<file path="config.mk">
export PLATFORM = sky130hd
export DESIGN_NAME = iter_muldiv_flat
export DESIGN_NICKNAME = d
export VERILOG_FILES = /design/src/rtl/muldiv_pkg.sv /design/src/rtl/iter_muldiv_if.sv /design/src/rtl/iter_muldiv.sv /design/src/flat_wrapper.sv
export SDC_FILE = /design/constraint.sdc
export NUM_CORES = 1
export LEC_CHECK = 0
export ABC_AREA = 1
export CORE_MARGIN = 5
export CORE_UTILIZATION = 55
export DETAILED_ROUTE_END_ITERATION = 16
export PLACE_DENSITY = 0.75
export SLEW_MARGIN = 20
export SYNTH_ARGS = -nofsm -noshare
export SYNTH_HDL_FRONTEND = slang
export SYNTH_SLANG_ARGS = --single-unit
</file>
<file path="constraint.sdc">
create_clock -name clk -period 3.1 [get_ports clk]
set_clock_uncertainty 0.1 [all_clocks]
set_input_delay 0.62 -clock clk [delete_from_list [all_inputs] [get_ports clk]]
set_output_delay 0.62 -clock clk [all_outputs]
set_load 0.03 [all_outputs]
</file>
<file path="src/rtl/muldiv_pkg.sv">
// Shared encodings for the iterative multiply/divide unit, also used by the
// control unit and the ALU result-select decode.
package muldiv_pkg;

  localparam int N     = 32;
  localparam int CNT_W = $clog2(N);

  typedef enum logic [1:0] {
    OP_MUL_LO = 2'b00,
    OP_MUL_HI = 2'b01,
    OP_DIV_Q  = 2'b10,
    OP_DIV_R  = 2'b11
  } op_e;

  typedef enum logic [1:0] {
    S_IDLE = 2'b00,
    S_RUN  = 2'b01,
    S_DONE = 2'b10
  } state_e;

endpackage

</file>
<file path="src/rtl/iter_muldiv_if.sv">
// Request/response bundle between the control unit (master) and the
// multiply/divide unit (slave).
interface iter_muldiv_if;
  import muldiv_pkg::*;

  logic         start;
  logic [1:0]   op;
  logic [N-1:0] a;
  logic [N-1:0] b;
  logic         busy;
  logic         done;
  logic [N-1:0] result;

  modport master (output start, op, a, b, input busy, done, result);
  modport slave  (input start, op, a, b, output busy, done, result);

endinterface

</file>
<file path="src/rtl/iter_muldiv.sv">
// Iterative unsigned multiply/divide: one bit per clock, shift-add multiply
// and restoring divide, held result with a one-cycle done strobe.
module iter_muldiv
  import muldiv_pkg::*;
(
  input  logic          clk,
  input  logic          reset,
  iter_muldiv_if.slave  bus
);

  state_e           state_reg;
  op_e              op_reg;
  logic [N-1:0]     b_reg;
  logic [N-1:0]     hi_reg;
  logic [N-1:0]     lo_reg;
  logic [N:0]       rem_reg;
  logic [N-1:0]     quot_reg;
  logic [CNT_W-1:0] cnt_reg;
  logic             busy_reg;
  logic             done_reg;
  logic [N-1:0]     result_reg;

  logic [N:0]       mul_sum;
  logic [N-1:0]     hi_next;
  logic [N-1:0]     lo_next;
  logic [N+1:0]     rem_shift;
  logic [N+1:0]     trial;
  logic [N:0]       rem_next;
  logic [N-1:0]     quot_next;
  logic             is_div;

  assign is_div     = op_reg[1];
  assign bus.busy   = busy_reg;
  assign bus.done   = done_reg;
  assign bus.result = result_reg;

  // One iteration of both datapaths; the FSM picks which one to commit.
  always_comb begin
    mul_sum   = lo_reg[0] ? ({1'b0, hi_reg} + {1'b0, b_reg}) : {1'b0, hi_reg};
    hi_next   = mul_sum[N:1];
    lo_next   = {mul_sum[0], lo_reg[N-1:1]};
    // Extra top bit makes the trial subtraction's sign directly visible.
    rem_shift = {rem_reg, quot_reg[N-1]};
    trial     = rem_shift - {2'b00, b_reg};
    rem_next  = rem_shift[N:0];
    quot_next = {quot_reg[N-2:0], 1'b0};
    if (!trial[N+1]) begin
      rem_next  = trial[N:0];
      quot_next = {quot_reg[N-2:0], 1'b1};
    end
  end

  // Control FSM with registered busy/done/result and datapath state.
  always_ff @(posedge clk) begin
    if (reset) begin
      state_reg  <= S_IDLE;
      op_reg     <= OP_MUL_LO;
      b_reg      <= '0;
      hi_reg     <= '0;
      lo_reg     <= '0;
      rem_reg    <= '0;
      quot_reg   <= '0;
      cnt_reg    <= '0;
      busy_reg   <= 1'b0;
      done_reg   <= 1'b0;
      result_reg <= '0;
    end else begin
      case (state_reg)
        S_IDLE, S_DONE: begin
          done_reg <= 1'b0;
          if (bus.start) begin
            op_reg   <= op_e'(bus.op);
            b_reg    <= bus.b;
            hi_reg   <= '0;
            lo_reg   <= bus.a;
            rem_reg  <= '0;
            quot_reg <= bus.a;
            cnt_reg  <= CNT_W'(N - 1);
            if (bus.op[1] && (bus.b == '0)) begin
              // Divide by zero short-circuits straight to the result.
              state_reg  <= S_DONE;
              done_reg   <= 1'b1;
              result_reg <= (op_e'(bus.op) == OP_DIV_Q) ? '1 : bus.a;
            end else begin
              state_reg <= S_RUN;
              busy_reg  <= 1'b1;
            end
          end else begin
            state_reg <= S_IDLE;
          end
        end
        S_RUN: begin
          if (is_div) begin
            rem_reg  <= rem_next;
            quot_reg <= quot_next;
          end else begin
            hi_reg <= hi_next;
            lo_reg <= lo_next;
          end
          if (cnt_reg == '0) begin
            case (op_reg)
              OP_MUL_LO: result_reg <= lo_next;
              OP_MUL_HI: result_reg <= hi_next;
              OP_DIV_Q:  result_reg <= quot_next;
              default:   result_reg <= rem_next[N-1:0];
            endcase
            state_reg <= S_DONE;
            busy_reg  <= 1'b0;
            done_reg  <= 1'b1;
          end else begin
            cnt_reg <= cnt_reg - 1'b1;
          end
        end
        default: begin
          state_reg <= S_IDLE;
          busy_reg  <= 1'b0;
          done_reg  <= 1'b0;
        end
      endcase
    end
  end

endmodule

</file>
<file path="src/flat_wrapper.sv">
// flat-port wrapper written by rule: the top's interface ports become plain ports
module iter_muldiv_flat import muldiv_pkg::*;
  (clk, reset, bus_start, bus_op, bus_a, bus_b, bus_busy, bus_done, bus_result);
  iter_muldiv_if bus_i ();
  input  logic clk;
  input  logic reset;
  input wire logic [$bits(bus_i.start)-1:0] bus_start;
  input wire logic [$bits(bus_i.op)-1:0] bus_op;
  input wire logic [$bits(bus_i.a)-1:0] bus_a;
  input wire logic [$bits(bus_i.b)-1:0] bus_b;
  output wire logic [$bits(bus_i.busy)-1:0] bus_busy;
  output wire logic [$bits(bus_i.done)-1:0] bus_done;
  output wire logic [$bits(bus_i.result)-1:0] bus_result;
  assign bus_i.start = bus_start;
  assign bus_i.op = bus_op;
  assign bus_i.a = bus_a;
  assign bus_i.b = bus_b;
  assign bus_busy = bus_i.busy;
  assign bus_done = bus_i.done;
  assign bus_result = bus_i.result;
  iter_muldiv u_core (.clk(clk), .reset(reset), .bus(bus_i));
endmodule
</file>
==> results by group, run 1 <==
Timing
  – Count of final setup violators: 0
  – Sum Neg Setup Slack: 0 ns
  – Crit share post-route: approximately 98%
  – Worst slew margin: about 34%
  – Final worst slack: approximately 0.074 ns
  – Final Hold Viols: 0
  – Pin slew with the least headroom to its limit: roughly 0.99 ns
  – Fmax: ~0.33 GHz
  – Slew Limit Fails: 0
  – Min Clock Period, post-route: around 3 ns
  – RSZ-0062 raised after global routing: false

Worst setup path
  – CP Capture Type: register
  – Critical path required time: approximately 3.5 ns
  – R2R depth: 12
  – Worst R2R Start: u_core.hi_reg[9]
  – Crit path arrival time: roughly 3.4 ns
  – Worst r2r dst: u_core.bus.result[10]
  – Max FO, Critical Path: 5
  – Critical path origin: u_core.hi_reg[9]
  – Critical Path Sink: u_core.bus.result[10]
  – Kind of critical path: reg2reg
  – R2R Setup Slk: about 0.074 ns
  – Critical Path Start Type: register

Run status
  – Status: complete, no violations

CTS
  – # hold bufs at CTS: 0
  – Post-CTS Repair Setup Buffers: 0
  – Clk slew on worst S/H paths: about 0.060 ns
  – CTS tree: yes
  – Cts bufs inserted: 25
  – Clk_lat worst skew: ~0.56 ns
  – Root Driver: clkbuf_16
  – # clock sinks: roughly 200
  – H-tree depth: 1
  – Clock buffer depth: 3

Die
  – DIE AREA: about 31000 sq um
  – Core Region: 27710 sq um
  – Initial Util: 55.49%
  – Die Height: 177.2 um
  – Die Span X: roughly 180 um
  – Cell Rows: between 60 and 70
  – I/O Pins: around 100

Placed design
  – Dpl hpwl: ~46 mm
  – Cells after DPL: a little under 3000
  – Final Wtd Congestion: 1.053
  – Port buffer count: 102
  – Setup WS pre-CTS: 0.01542 ns

Finish
  – Most frequent cells in the layout: 807 x nand2_1, 392 x inv_1, 271 x a21oi_1
  – Ant. Diodes: 0
  – Ratio of cells with drive above 1 in the final layout: 8.717%
  – Layout net count: between 2000 and 3000
  – Max reg flops: 33
  – Most common cell after layout, fill and taps aside: nand2_1
  – Finished Layout Cells: 3028
  – Synth-to-Final Area Change: 15.06%

Synth
  – Top FF cell, synth: dfxtp_1
  – Post-synth EDFFs: 0
  – Cell taking the most area after synthesis: dfxtp_1
  – Register area share after synthesis: 26.43%
  – Post-Syn Instances: 2562
  – Top cells by area, synth: dfxtp_1 26%, nand2_1 20%, inv_1 9.6%
  – Post-synth top area share: 26.43%
  – Yosys reg bits: between 200 and 250
  – Synth warn: 0
  – Synth Net Count: roughly 2700
  – Share of flip-flops with an asynchronous set or reset: 0%
  – Cell Area, Synth: 15370 sq um
  – Synth Area per Inst: about 6.0 sq um
  – Cell variety after synth: 48

Power and ir drop
  – Leak: between 8 and 9 nW
  – Peak VDD IR: between 0.4 and 0.5 mV
  – Cell area power density: roughly 470 nW/um^2

Global routing
  – GRT Overall Usage: 37.22%
  – Vias in the first global route: between 15000 and 20000
  – Initial antenna violation count: 1
  – Largest net degree at the start of global routing: 75
  – GR Overflow Total: 0
  – First-pass GRT wire length: a little over 90 mm

Drt
  – 1st-iter DRT viols: between 1500 and 2000
  – Total wire length: 59.86 mm
  – Post-DRT Antenna Nets: 0
  – Vias: roughly 17000
  – Vias/cell: approximately 5.7
  – DRT Pass-1 Iters: 7
  – Wire per inst: slightly below 20 um
  – DRC viols: 0

Hold path
  – Hold Path Stages: 1
  – Worst hold path class: reg2reg

Job
  – MaxCap Viol Count: 0
[cell type report]
cell class / instances / area [sq um]
multi-input cells: 1842 / 9335
fillers: 2705 / 10010
flip-flops and latches: 203 / 4064
clock buffers: 31 / 698.2
repair buffers: 150 / 1439
clock inverters: 13 / 137.6
inverters: 411 / 1544
well taps: 378 / 473.0
[Yosys cell counts, types with 3 or more instances]
master / number
a21oi_1: 271
nand2_2: 13
nor3_1: 8
nor2_2: 4
and2_1: 3
nand2_4: 20
inv_2: 15
and3_1: 3
nand3b_1: 3
nor4_1: 8
nor2_1: 140
a21oi_2: 29
nor2_4: 4
ha_1: 66
a221oi_1: 3
inv_1: 394
nand4_1: 8
nand3_2: 17
xor2_1: 5
buf_1: 5
dfxtp_1: 203
xnor2_1: 24
buf_2: 11
clkbuf_1: 85
a31oi_1: 33
nand2_1: 808
o21bai_1: 3
nand3_1: 155
or2_2: 22
o21ai_0: 162
buf_6: 3
o211ai_1: 6
a21o_1: 5
[per-layer routing]
layer  up-vias  wire length, um  GRT usage, %
li1       8274                -             -
met1      7812            24820         50.48
met2       895            25360         56.93
met3       166             6550         8.737
met4         2             3102         15.60
met5         -               20             0
[through the flow]
stage          hold WS [ns]  power, W  instance area [sq um]  util, %
2_1_floorplan        0.3136  0.004384                  15370        -
3_3_place_gp         0.3228  0.005174                  16850    60.83
3_5_place_dp         0.3392  0.005196                  16850    60.83
4_1_cts              0.3480  0.008181                  17690    63.84
5_1_grt              0.3823  0.008568                  17690    63.85
6_report             0.3426  0.008241                  17690    63.85
[worst min-delay path by stage]
stage / start / end / slack [ns]
floorplan: u_core.state_reg[0] / u_core.bus.busy / 0.31
global placement: u_core.state_reg[0] / u_core.bus.busy / 0.32
detailed placement: u_core.state_reg[0] / u_core.bus.busy / 0.34
CTS: u_core.state_reg[0] / u_core.bus.busy / 0.35
global route: u_core.state_reg[0] / u_core.bus.busy / 0.38
finish: u_core.state_reg[0] / u_core.bus.busy / 0.34
[critical path, stage by stage (launching register included)]
cell and delay (ns):
dfxtp_1 0.52, ha_1 0.42, nand2_1 0.18, inv_1 0.06
nand2_1 0.06, nand2_1 0.08, nand3b_1 0.30, or2_2 0.34
nand3_1 0.09, o211ai_1 0.16, a21oi_1 0.41, nand2_1 0.09
a21oi_1 0.14
[where the power goes]
| part | leakage, nW | switching (W) | total [W] | internal, W |
|---|---|---|---|---|
| sequential | 1.67 | 0.000157 | 0.00298 | 0.00282 |
| clock | 0.423 | 0.00125 | 0.00302 | 0.00177 |
| combinational | 6.30 | 0.00151 | 0.00224 | 0.000733 |
[repair_timing]
action | CTS | global route
resized for setup | 0 | 2
endpoints found under the hold margin | 0 | 0
setup endpoints to repair | 0 | 7
[cells by family after synthesis]
group | after synthesis | share of synthesized area, %
AOI/OAI and AO/OA | 522 | 18.47
and+or+nand+nor | 1222 | 34.68
xor gates and xnor gates | 29 | 1.652
DFF | 203 | 26.43
buffers and inverters | 517 | 13.07
adders and majority gates | 68 | 5.632
muxes | 1 | 0.06511
(Power assumes the default switching activity.)
==> run 2: changes to the inputs <==
==> constraint.sdc (replaced) <==
create_clock -name clk -period 3.1 [get_ports clk]
set_clock_uncertainty 0.1 [all_clocks]
set_input_delay 0.775 -clock clk [delete_from_list [all_inputs] [get_ports clk]]
set_output_delay 0.775 -clock clk [all_outputs]
set_load 0.03 [all_outputs]
==> run 2 against run 1 <==
- design area is 0.42% higher
- non-clock buffer count up 7
- sequential cell count did not move
- largest power group is now sequential cells
- via count shrank 1.2%
- hold slack got worse by 0.0086 ns
- critical path type unchanged
- final cell count is 0.23% higher
==> results by group, run 2 (synthesis results as in run 1) <==
Placed design
  – Final Wtd Congestion: 1.016 (-3.5%)
  – Dpl hpwl: 44.22 mm (-4.6%)
  – Port buffer count: 102 (unchanged)
  – Setup WS pre-CTS: 0.05919 ns (+0.04377 ns)
  – Placed Area: 16940 sq um (+0.53%)

Timing
  – Worst hold slack: 0.3340 ns (-0.008590 ns)
  – Fmax: 0.3444 GHz (+4.2%)
  – Worst slew margin: 33.38% (-0.82 points)
  – Min Clock Period, post-route: 2.903 ns (-0.1222 ns)
  – Crit share post-route: 93.66% (-3.9 points)
  – Pin slew with the least headroom to its limit: 0.9993 ns (+0.01231 ns)
  – Count of final setup violators: 0 (unchanged)
  – RSZ-0062 raised after global routing: false
  – Final Hold Viols: 0 (unchanged)
  – Slew Limit Fails: 0 (unchanged)
  – Final worst slack: 0.1967 ns (+0.1222 ns)
  – Sum Neg Setup Slack: 0 ns (unchanged)

Worst setup path
  – Critical Path Start Type: register
  – Worst r2r dst: u_core.bus.result[10]
  – Crit path arrival time: 3.26 ns (-0.15 ns)
  – R2R depth: 12 (unchanged)
  – Critical path required time: 3.46 ns (-0.02 ns)
  – CP Capture Type: register
  – Max FO, Critical Path: 5 (unchanged)
  – R2R Setup Slk: 0.20 ns (+0.12 ns)
  – Critical path origin: u_core.hi_reg[9]
  – Critical Path Sink: u_core.bus.result[10]
  – Kind of critical path: reg2reg
  – Worst R2R Start: u_core.hi_reg[9]

Power and ir drop
  – Combinational power share: 27.1% (about the same)
  – Leak: 8.424 nW (+0.45%)
  – Sw Pwr: 0.002834 W (-2.8%)
  – Peak VDD IR: 0.4285 mV (-7.1%)
  – Part of the power in the clock network: 36.4% (-0.2 points)
  – Power share of the sequential group: 36.5% (+0.3 points)
  – Net Sw Frac: 34.71% (-0.67 points)
  – Cell area power density: 459.7 nW/um^2 (-1.3%)
  – Int Pwr: 0.005332 W (+0.13%)

Die
  – I/O Pins: 103 (unchanged)
  – Die Span X: 177.2 um (unchanged)
  – Initial Util: 55.49% (unchanged)
  – Core Region: 27710 sq um (unchanged)
  – Cell Rows: 61 (unchanged)
  – DIE AREA: 31400 sq um (unchanged)
  – Die Height: 177.2 um (unchanged)

Finish
  – Layout net count: 2777 (+0.25%)
  – Finished Cell Area: 17770 sq um (+0.42%)
  – Ant. Diodes: 0 (unchanged)
  – Most frequent cells in the layout: 807 x nand2_1, 393 x inv_1, 271 x a21oi_1
  – Max reg flops: 33 (unchanged)
  – Most common cell after layout, fill and taps aside: nand2_1
  – Ratio of cells with drive above 1 in the final layout: 8.807% (+0.090 points)
  – Synth-to-Final Area Change: 15.55%

Run status
  – Status: complete, no violations

Drt
  – Vias/cell: 5.584 (-1.4%)
  – Wire per inst: 18.78 um (-5.0%)
  – DRC viols: 0 (unchanged)
  – Total wire length: 57.01 mm (-4.8%)
  – Vias: 16948 (-1.2%)
  – DRT Pass-1 Iters: 5 (-2)
  – Post-DRT Antenna Nets: 0 (unchanged)
  – 1st-iter DRT viols: 2006 (+7.5%)

Global routing
  – Initial antenna violation count: 1 (unchanged)
  – Largest net degree at the start of global routing: 75 (unchanged)
  – GR Overflow Total: 0 (unchanged)
  – Vias in the first global route: 15522 (-2.1%)
  – GRT Overall Usage: 35.58% (-1.6 points)
  – First-pass GRT wire length: 87.11 mm (-3.9%)

CTS
  – # clock sinks: 203 (unchanged)
  – Cts bufs inserted: 25 (unchanged)
  – Clk_lat worst skew: 0.54 ns (-0.02 ns)
  – Root Driver: clkbuf_16
  – Clk slew on worst S/H paths: 0.06 ns (about the same)
  – Clock buffer depth: 3 (unchanged)
  – # hold bufs at CTS: 0 (unchanged)
  – CTS tree: yes
  – H-tree depth: 1 (unchanged)

Job
  – MaxCap Viol Count: 0 (unchanged)

Hold path
  – Hold Path Stages: 1 (unchanged)
  – Worst hold path class: reg2reg
-- run 2: cell types whose count changed in the layout (fill, tap and decap cells not counted), sizes merged --
cell	previous run	this run
buf	49	56
clkbuf	31	34
clkinv	12	9
-- run 2: layer usage --
layer / share of wire, % / track usage (%)
met1: 43 / 48.00
met2: 44 / 56.08
met3: 8.5 / 5.939
met4: 5.0 / 15.76
met5: 0.023 / 0
-- run 2: through the flow --
step / power, W / util [%] / std cells
2_1_floorplan: 0.004384 / - / 2562
3_3_place_gp: 0.005157 / 61.15 / 2991
3_5_place_dp: 0.005186 / 61.15 / 2991
4_1_cts: 0.008118 / 64.12 / 3035
5_1_grt: 0.008499 / 64.12 / 3035
6_report: 0.008167 / 64.12 / 3035
-- run 2: worst min-delay path by stage --
| stage | slack [ns] | start | end |
|---|---|---|---|
| after floorplan | 0.31 | u_core.state_reg[0] | u_core.bus.busy |
| after global placement | 0.32 | u_core.state_reg[0] | u_core.bus.busy |
| after detailed placement | 0.33 | u_core.state_reg[0] | u_core.bus.busy |
| after CTS | 0.34 | u_core.state_reg[0] | u_core.bus.busy |
| after global routing | 0.35 | u_core.state_reg[0] | u_core.bus.busy |
| final | 0.33 | u_core.state_reg[0] | u_core.bus.busy |
-- run 2: power groups by stage --
stage / clock network, W / logic (W) / registers, W
2_1_floorplan: 0 / 0.00132 / 0.00307
3_3_place_gp: 0 / 0.00214 / 0.00302
3_5_place_dp: 0 / 0.00216 / 0.00303
4_1_cts: 0.00297 / 0.00217 / 0.00297
5_1_grt: 0.00310 / 0.00241 / 0.00300
6_report: 0.00297 / 0.00221 / 0.00298
-- run 2: worst max-delay path, stage by stage (launching register included) --
cell and delay, ns:
dfxtp_1 0.53, ha_1 0.41, nand2_1 0.19, inv_1 0.05, nand2_1 0.06, nand2_1 0.07
nand3b_1 0.27, or2_2 0.33, nand3_1 0.08, o211ai_1 0.16, a21oi_1 0.33, nand2_1 0.09
a21oi_1 0.14
-- run 2: cell type report --
class	count	area [sq um]
inverters	411	1544
clock buffers	34	709.4
multi-input cells	1842	9335
clock inverters	10	111.4
fillers	2717	9940
repair buffers	157	1529
well taps	378	473.0
flip-flops and latches	203	4064
-- run 2: repair_timing --
item,in CTS,in global routing
setup buffers,0,0
resized for setup,0,1
setup endpoints to repair,0,1
